### src/rtl/uart_pkg.sv
// uart_pkg: state encoding and line levels shared by the Hydra TX and RX UARTs.
package uart_pkg;

    typedef enum logic [2:0] {
        IDLE   = 3'd0,
        START  = 3'd1,
        DATA   = 3'd2,
        PARITY = 3'd3,
        STOP   = 3'd4
    } uart_tx_state_t;

    localparam logic UART_START_BIT  = 1'b0;
    localparam logic UART_STOP_BIT   = 1'b1;
    localparam logic UART_IDLE_LEVEL = 1'b1;

endpackage

### src/rtl/uart_tx_piso_if.sv
// uart_tx_piso_if: load/status handshake and serial line between the Hydra controller and one TX UART.
interface uart_tx_piso_if #(parameter int WIDTH = 64);

    logic [WIDTH-1:0] tx_data;
    logic             ld_tx_data;
    logic             tx_enable;
    logic             tx_out;
    logic             tx_busy;
    logic             tx_overrun;

    modport master (output tx_data, ld_tx_data, tx_enable, input tx_out, tx_busy, tx_overrun);
    modport slave  (input tx_data, ld_tx_data, tx_enable, output tx_out, tx_busy, tx_overrun);

endinterface

### src/rtl/uart_baud_tick.sv
// uart_baud_tick: counts CLK_PER_BIT cycles per serial bit; held at zero while run is low.
module uart_baud_tick #(
    parameter int CLK_PER_BIT = 4
) (
    input  logic clk,
    input  logic reset_n,
    input  logic run,
    output logic bit_done
);

    localparam logic [7:0] LAST = 8'(CLK_PER_BIT - 1);

    logic [7:0] cnt;

    assign bit_done = run && cnt == LAST;

    always_ff @(posedge clk or negedge reset_n)
        if (!reset_n)
            cnt <= '0;
        else
            cnt <= (!run || bit_done) ? '0 : cnt + 8'd1;

endmodule

### src/rtl/uart_tx_piso.sv
// uart_tx_piso: Hydra PISO UART transmitter, LSB-first packet in a start/stop frame.
// Define UART_TX_PARITY_EN to insert an odd-parity bit between data and stop.
module uart_tx_piso
    import uart_pkg::*;
#(
    parameter int WIDTH       = 64,
    parameter int CLK_PER_BIT = 4
) (
    input logic           clk,
    input logic           reset_n,
    uart_tx_piso_if.slave bus
);

    localparam int BW = $clog2(WIDTH + 1);

    uart_tx_state_t   state, state_d;
    logic [WIDTH-1:0] sr, sr_d;
    logic [BW-1:0]    bit_cnt, bit_cnt_d;
    logic             bit_done, load, last_bit;
    logic             out_d, busy_d, ovr_d;

    assign load     = bus.ld_tx_data && !bus.tx_busy && bus.tx_enable && state == IDLE;
    assign last_bit = bit_cnt == BW'(WIDTH - 1);

    uart_baud_tick #(.CLK_PER_BIT(CLK_PER_BIT)) u_baud (
        .clk      (clk),
        .reset_n  (reset_n),
        .run      (state != IDLE),
        .bit_done (bit_done)
    );

`ifdef UART_TX_PARITY_EN
    logic par;

    always_ff @(posedge clk or negedge reset_n)
        if (!reset_n)
            par <= 1'b0;
        else if (load)
            par <= ~^bus.tx_data;
`endif

    always_ff @(posedge clk or negedge reset_n)
        if (!reset_n) begin
            state          <= IDLE;
            sr             <= '0;
            bit_cnt        <= '0;
            bus.tx_out     <= UART_IDLE_LEVEL;
            bus.tx_busy    <= 1'b0;
            bus.tx_overrun <= 1'b0;
        end else begin
            state          <= state_d;
            sr             <= sr_d;
            bit_cnt        <= bit_cnt_d;
            bus.tx_out     <= out_d;
            bus.tx_busy    <= busy_d;
            bus.tx_overrun <= ovr_d;
        end

    always_comb begin
        state_d   = state;
        sr_d      = sr;
        bit_cnt_d = bit_cnt;
        case (state)
            IDLE:  if (load) begin
                       state_d = START;
                       sr_d    = bus.tx_data;
                   end
            START: if (bit_done) state_d = DATA;
            DATA:  if (bit_done) begin
                       sr_d      = sr >> 1;
                       bit_cnt_d = last_bit ? '0 : bit_cnt + BW'(1);
`ifdef UART_TX_PARITY_EN
                       if (last_bit) state_d = PARITY;
`else
                       if (last_bit) state_d = STOP;
`endif
                   end
`ifdef UART_TX_PARITY_EN
            PARITY: if (bit_done) state_d = STOP;
`endif
            STOP:  if (bit_done) state_d = IDLE;
            default: state_d = IDLE;
        endcase
    end

    // Outputs are registered, so they are decoded from the next state to line up with it.
    always_comb begin
        out_d = UART_IDLE_LEVEL;
        case (state_d)
            START:  out_d = UART_START_BIT;
            DATA:   out_d = sr_d[0];
`ifdef UART_TX_PARITY_EN
            PARITY: out_d = par;
`endif
            STOP:   out_d = UART_STOP_BIT;
            default: out_d = UART_IDLE_LEVEL;
        endcase
        busy_d = state_d != IDLE;
        ovr_d  = bus.ld_tx_data && bus.tx_busy;
    end

endmodule

### src/flat_wrapper.sv
// flat-port wrapper written by rule: the top's interface ports become plain ports
module uart_tx_piso_flat import uart_pkg::*;
#(
    parameter int WIDTH       = 64,
    parameter int CLK_PER_BIT = 4
)
  (clk, reset_n, bus_tx_data, bus_ld_tx_data, bus_tx_enable, bus_tx_out, bus_tx_busy, bus_tx_overrun);
  uart_tx_piso_if #(.WIDTH(WIDTH)) bus_i ();
  input logic clk;
  input logic reset_n;
  input wire logic [$bits(bus_i.tx_data)-1:0] bus_tx_data;
  input wire logic [$bits(bus_i.ld_tx_data)-1:0] bus_ld_tx_data;
  input wire logic [$bits(bus_i.tx_enable)-1:0] bus_tx_enable;
  output wire logic [$bits(bus_i.tx_out)-1:0] bus_tx_out;
  output wire logic [$bits(bus_i.tx_busy)-1:0] bus_tx_busy;
  output wire logic [$bits(bus_i.tx_overrun)-1:0] bus_tx_overrun;
  assign bus_i.tx_data = bus_tx_data;
  assign bus_i.ld_tx_data = bus_ld_tx_data;
  assign bus_i.tx_enable = bus_tx_enable;
  assign bus_tx_out = bus_i.tx_out;
  assign bus_tx_busy = bus_i.tx_busy;
  assign bus_tx_overrun = bus_i.tx_overrun;
  uart_tx_piso #(.WIDTH(WIDTH), .CLK_PER_BIT(CLK_PER_BIT)) u_core (.clk(clk), .reset_n(reset_n), .bus(bus_i));
endmodule
### config.mk
export PLATFORM = sky130hd
export DESIGN_NAME = uart_tx_piso_flat
export DESIGN_NICKNAME = d
export VERILOG_FILES = /design/src/rtl/uart_pkg.sv /design/src/rtl/uart_tx_piso_if.sv /design/src/rtl/uart_baud_tick.sv /design/src/rtl/uart_tx_piso.sv /design/src/flat_wrapper.sv
export SDC_FILE = /design/constraint.sdc
export NUM_CORES = 1
export LEC_CHECK = 0
export CORE_MARGIN = 2
export CORE_UTILIZATION = 55
export CTS_CLUSTER_DIAMETER = 150
export DETAILED_ROUTE_END_ITERATION = 8
export PLACE_DENSITY = 0.84
export SYNTH_ARGS = -nofsm -noshare
export SYNTH_HDL_FRONTEND = slang
export SYNTH_SLANG_ARGS = --single-unit
### constraint.sdc
create_clock -name clk -period 2.9 [get_ports clk]
set_input_delay 0.725 -clock clk [delete_from_list [all_inputs] [get_ports clk]]
set_output_delay 0.725 -clock clk [all_outputs]
set_load 0.02 [all_outputs]
==> summary.md, run 1 <==
| Metric | Value |
|---|---|
| Outcome | finished clean |
| Gr ovfl total | 0 |
| Critical path capture point type | flip-flop |
| Met1 usage | 28.9% |
| Final min period | approximately 2.5 ns |
| Vias in the first global route | about 2800 |
| Area grow syn2layout | 27.3% |
| Seq cells post-synth | 85 |
| Most common cell after layout, fill and taps aside | dfrtp_1 |
| Syn_nets | between 300 and 400 |
| Max_cap viols | 0 |
| DRT iter0 DRCs | approximately 240 |
| Switching power total | 0.000460 W |
| Clock Latency Late Sink | between 0.3 and 0.4 ns |
| Multi-input gate area | around 1500 µm² |
| Post-DR wirelength/cell | 17.2 µm |
| Die W | ~87 µm |
| Grt met2 use | between 30% and 40% |
| TritonCTS Sinks | 85 |
| Power share of the clock group | between 40 and 50% |
| Ant. Diodes | 0 |
| CTS Buf Count | 9 |
| Grt peak-use layer | met2 |
| GP Congestion | 0.776 |
| PwrDens | roughly 490 nW/µm² |
| Nets | 451 |
| Post-route cell area | 4790 µm² |
| PortBufs | 70 |
| Crit Path Category | reg2reg |
| Dpl hpwl | 5120 µm |
| Post-CTS Hold Fix Bufs | 0 |
| Core Box Area | approximately 6700 µm² |
| Reg clk slew, reported paths | around 0.090 ns |
| Sequential power share | between 50% and 60% |
| Hold Violations, Final | 0 |
| Layout cells sized above 1 | 7.51% |
| Placement Cell Area | between 4000 and 5000 µm² |
| Internal power | between 0.0015 and 0.002 W |
| Met3 Use GR | between 4 and 5% |
| Max Root-Sink Buffers | 2 |
| Fmax achieved | 406 MHz |
| Max Slew Vio Count | 0 |
| Netlist cell types | 38 |
| Syn. warnings | 0 |
| CP Max Fanout | 21 |
| RSZ-0062 raised after global routing | false |
| TritonCTS clock tree | yes |
| Required @ worst endpoint | 3.20 ns |
| Reg-to-Reg Start | u_core.u_baud.cnt[0]$_DFF_PN0_ |
| First-pass GRT wire length | ~13000 µm |
| Post-cts resize count | 0 |
| Drt first pass iters | 4 |
| Vias | roughly 2800 |
| Layout Skew | roughly 0.012 ns |
| Vias per inst | about 6 |
| Sequential cell area | 2130 µm² |
| Fin crit share | roughly 85% |
| Combinational share of power | 5.2% |
| Fill cells | 484 |
| Final Setup Violations | 0 |
| Avg Cell Area, Syn | ~12 µm² |
| Routed Antenna Nets | 0 |
| Crit path launch | u_core.u_baud.cnt[0]$_DFF_PN0_ |
| I/O Pins | 71 |
| Syn Inst Count | 314 |
| Min-Delay Path Class | in2async |
| Lkg Pwr | 2.73 nW |
| Switch share | 19.8% |
| Die Height | about 87 µm |
| Peak VDD IR | ~330 µV |
| Largest net degree at the start of global routing | between 60 and 70 |
| Most frequent cells in the layout | 84 x dfrtp_1, 69 x clkdlybuf4s50_1, 62 x a22o_1, 62 x a21o_1, 13 x nor2_1 |
| Cell area after synthesis | between 3000 and 4000 µm² |
| DRC viols | 0 |
| Final hold slack | about 0.38 ns |
| Rel. slew slack | 56.9% |
| Num rows | 30 |
| Aggregate global-route resource usage | 22.2% |
| Post-CTS setup buffers | 0 |
| CTS root buffer | clkbuf_8 |
| Antenna violations before repair | 0 |
| Slew at the pin closest to its max-slew limit | 0.644 ns |
| Setup TNS | 0 ns |
| Starting Density | between 50% and 60% |
| CP Launch Type | flip-flop |
| H-tree levels | 3 |
| Final wirelength | around 8000 µm |
| Die ar. | ~7500 µm² |
| Worst path arrival time | between 2 and 3 ns |
| Seq/Total Area, Yosys | between 50% and 60% |
-- flip-flops by register name, indices dropped and copies added, names as in the netlist --
| register | cells |
|---|---|
| u_core.state | 3 |
| u_core.bus.tx_overrun | 1 |
| u_core.sr | 64 |
| u_core.bus.tx_busy | 1 |
| u_core.u_baud.cnt | 8 |
| u_core.bit_cnt | 7 |
| u_core.bus.tx_out | 1 |
-- cell type report --
class,instances,area share (%)
timing repair buffer,76,16.3
clock inverter,5,2.22
clock buffer,11,2.95
multi-input combinational,206,31.7
sequential,85,44.5
tap,80,2.09
inverter,3,0.235
-- final timing paths --
check | end | slack [ns] | cells after the start
setup / recovery | u_core.sr[59]$_DFFE_PN0P_ | 0.44 | 6
hold / removal | u_core.sr[49]$_DFFE_PN0P_ | 0.38 | 1
setup reg to reg | u_core.sr[59]$_DFFE_PN0P_ | 0.44 | 6
hold reg to reg | u_core.sr[25]$_DFFE_PN0P_ | 0.48 | 1
max in group asynchronous | u_core.sr[19]$_DFFE_PN0P_ | 1.89 | 2
min in group clk | u_core.sr[25]$_DFFE_PN0P_ | 0.48 | 1
-- worst max-delay path, cell delays in order (launching register included) --
cell and delay, ns:
dfrtp_1 0.40, ha_1 0.25, or3b_2 0.53, nor3_4 0.57, buf_4 0.36, a22o_1 0.18
a21o_1 0.10
-- logic make-up after synthesis --
kind of cell,count (synthesis),share of synthesized area (%)
xor+xnor,8,1.86
flops,85,56.6
fa+ha+maj,2,0.665
buf+inv,23,3.23
compound gates,138,29.2
simple gates,58,8.45
-- metrics by stage --
stage               utilization [%]  std cells  total power [W]  worst slack, ns
finish                         71.2        466          0.00233            0.439
global route                   71.2        466          0.00240            0.280
CTS                            71.2        466          0.00234            0.425
detailed placement             67.6        450          0.00133            0.455
global placement               67.6        450          0.00133            0.524
floorplan                         -        314          0.00121            0.936
-- power groups by stage --
stage | registers [W] | clock network, W | logic (W)
finish | 0.00119 | 0.00102 | 0.000122
global route | 0.00119 | 0.00108 | 0.000132
CTS | 0.00119 | 0.00103 | 0.000125
detailed placement | 0.00121 | 0 | 0.000123
global placement | 0.00121 | 0 | 0.000125
floorplan | 0.00121 | 0 | 0.00000157
-- Yosys cell counts, drive strengths merged --
cell	n	area share, %
a21o	62	12
a21oi	2	0.27
a22o	62	14
a31oi	1	0.17
a32oi	1	0.23
and2	1	0.17
and3	4	0.67
and4	1	0.23
and4b	1	0.27
buf	14	2.3
clkbuf	6	0.60
dfrtp	84	56
dfstp	1	0.70
ha	2	0.67
inv	3	0.30
nand2	11	1.1
nand2b	3	0.50
nand3	9	1.2
nand4	2	0.33
nand4b	1	0.23
nor2	14	1.4
nor2b	2	0.33
nor3	2	0.57
nor3b	1	0.20
nor4	2	0.33
o21a	3	0.60
o21ai	4	0.53
o22ai	1	0.17
o31ai	2	0.40
or3	1	0.17
or3b	2	0.47
or4	1	0.30
xnor2	3	0.70
xor2	5	1.2
-- per-layer routing --
layer | routed length, µm | up-vias
met5 | 0 | -
met4 | 212 | 0
met3 | 444 | 20
met2 | 3810 | 99
met1 | 3550 | 1416
li1 | - | 1311
Note: power is estimated with default switching activity, not from simulation.
==> inputs of run 2 (changes only) <==
--- a/config.mk
+++ b/config.mk
@@ -6,10 +6,10 @@
 export NUM_CORES = 1
 export LEC_CHECK = 0
 export CORE_MARGIN = 2
-export CORE_UTILIZATION = 55
+export CORE_UTILIZATION = 52
 export CTS_CLUSTER_DIAMETER = 150
 export DETAILED_ROUTE_END_ITERATION = 8
-export PLACE_DENSITY = 0.84
+export PLACE_DENSITY = 0.8
 export SYNTH_ARGS = -nofsm -noshare
 export SYNTH_HDL_FRONTEND = slang
 export SYNTH_SLANG_ARGS = --single-unit
==> constraint.sdc (replaced) <==
create_clock -name clk -period 2.5 [get_ports clk]
set_input_delay 0.625 -clock clk [delete_from_list [all_inputs] [get_ports clk]]
set_output_delay 0.625 -clock clk [all_outputs]
set_load 0.02 [all_outputs]
==> summary.md, run 2 (synthesized netlist as in run 1, its figures left out) <==
| Metric | Value |
|---|---|
| Outcome | finished clean |
| Peak VDD IR | between 300 and 400 µV |
| CTS root buffer | clkbuf_8 |
| GP Congestion | approximately 0.8 |
| Worst path arrival time | 2.59 ns |
| Aggregate global-route resource usage | 20.5% |
| Antenna violations before repair | 0 |
| Sequential cell area | 2130 µm² |
| Non-Filler Instances | between 400 and 500 |
| Post-route cell area | between 4000 and 5000 µm² |
| Layout Skew | between 0.01 and 0.015 ns |
| Fill cells | roughly 560 |
| Reg-to-reg endpoint | u_core.sr[27]$_DFFE_PN0P_ |
| Hold Violations, Final | 0 |
| RSZ-0062 raised after global routing | false |
| Area grow syn2layout | 28.0% |
| Reg clk slew, reported paths | approximately 0.090 ns |
| Ant. Diodes | 0 |
| Vias per inst | 5.62 |
| Most frequent cells in the layout | 84 x dfrtp_1, 69 x clkdlybuf4s50_1, 62 x a22o_1, 62 x a21o_1, 13 x nor2_1 |
| Rel. slew slack | between 40% and 50% |
| Vias | between 2000 and 3000 |
| Max Slew Vio Count | 0 |
| Routed Antenna Nets | 0 |
| Post-cts resize count | 0 |
| Die W | between 80 and 90 µm |
| Crit Path Category | reg2reg |
| Worst path slowest cell | or3b_2 |
| Flop-to-flop setup slack | about 0.20 ns |
| Fin crit share | 92.1% |
| R2r worst-path depth | 6 |
| Clock Latency Late Sink | ~0.35 ns |
| DRT iter0 DRCs | between 100 and 150 |
| Die ar. | 7930 µm² |
| CTS Buf Count | 9 |
| PortBufs | 70 |
| Gr ovfl total | 0 |
| Nets | ~450 |
| Vias in the first global route | roughly 2600 |
| Crit path launch | u_core.u_baud.cnt[0]$_DFF_PN0_ |
| Largest net degree at the start of global routing | 65 |
| Drt first pass iters | 4 |
| Core Box Area | 6910 µm² |
| Post-CTS Hold Fix Bufs | 0 |
| CP Launch Type | flip-flop |
| TritonCTS Sinks | 85 |
| Dpl hpwl | 5050 µm |
| Slew at the pin closest to its max-slew limit | approximately 0.79 ns |
| TritonCTS clock tree | yes |
| DRC viols | 0 |
| Most common cell after layout, fill and taps aside | dfrtp_1 |
| Reg-to-Reg Start | u_core.u_baud.cnt[0]$_DFF_PN0_ |
| Multi-input gate area | between 1500 and 2000 µm² |
| Post-DR wirelength/cell | 16.0 µm |
| Num rows | 30 |
| Max_cap viols | 0 |
| Biggest regs | u_core.sr: 64 flops, u_core.u_baud.cnt: 8 flops, u_core.bit_cnt: 7 flops |
| Final wirelength | roughly 7700 µm |
| Min-Delay Path Class | in2async |
| H-tree levels | 3 |
| Final hold slack | around 0.21 ns |
| Max Root-Sink Buffers | 2 |
| Starting Density | approximately 54% |
| Required @ worst endpoint | around 2.8 ns |
| Post-CTS setup buffers | 0 |
| Placement Cell Area | 4570 µm² |
| PwrDens | about 560 nW/µm² |
| I/O Pins | between 70 and 80 |
| DP Cell Count | ~470 |
| Flip-flop count of the largest register after layout | 64 |
| First-pass GRT wire length | around 13000 µm |
| Fmax achieved | 434 MHz |
| Largest Register | u_core.sr |
| Die Height | slightly below 90 µm |
| Largest stage delay, worst path | approximately 0.54 ns |
| Setup TNS | 0 ns |
| Critical path capture point type | flip-flop |
| CP Max Fanout | 35 |
| Layout cells sized above 1 | around 8.0% |
| Crit path to | u_core.sr[27]$_DFFE_PN0P_ |
| Lkg Pwr | about 2.7 nW |
| CP Cell Sequence | ha_1 > or3b_2 > nor3_4 > buf_4 > a22o_1 > a21o_1 |
| Final min period | 2.30 ns |
| Final Setup Violations | 0 |
run 2: per-layer routing:
metal  vias to the layer above  track usage (%)  wire, µm
met5                         -                0         0
met4                         0             6.51        34
met3                         6             4.99       517
met2                        72             30.0      3430
met1                      1329             30.5      3760
li1                       1308                -         -
run 2: metrics by stage:
stage	util, %	total power (W)	setup slack, ns
floorplan	-	0.00141	0.536
global placement	66.1	0.00155	0.0633
detailed placement	66.1	0.00155	0.0246
CTS	69.7	0.00272	0.202
global route	69.7	0.00280	0.0579
finish	69.7	0.00270	0.197
run 2: area by class of cell:
cell class,instances,share of cell area [%]
well taps,96,2.50
multi-input cells,206,31.6
repair buffers,77,16.4
inverters,3,0.234
clock inverters,7,2.52
clock buffers,9,2.57
flip-flops and latches,85,44.2
run 2: worst max-delay path: cells and delay by family (launching register included):
kind / cells / cell delay (ns)
AOI/OAI and AO/OA: 2 / 0.30
buffers and inverters: 1 / 0.40
and+or+nand+nor: 2 / 0.85
adders and majority gates: 1 / 0.27
DFF: 1 / 0.42
run 2: power breakdown:
group          internal [W]  switching (W)
combinational     0.0000969      0.0000473
sequential          0.00137    0.000000279
clock              0.000671       0.000512
run 2: worst min path at each step:
stage / endpoint / slack [ns]
2_1_floorplan: u_core.bit_cnt[0]$_DFFE_PN0P_ / 0.33
3_3_place_gp: u_core.sr[39]$_DFFE_PN0P_ / 0.46
3_5_place_dp: u_core.sr[46]$_DFFE_PN0P_ / 0.47
4_1_cts: u_core.u_baud.cnt[7]$_DFF_PN0_ / 0.23
5_1_grt: u_core.bus.tx_overrun$_DFF_PN0_ / 0.25
6_report: u_core.bus.tx_overrun$_DFF_PN0_ / 0.21
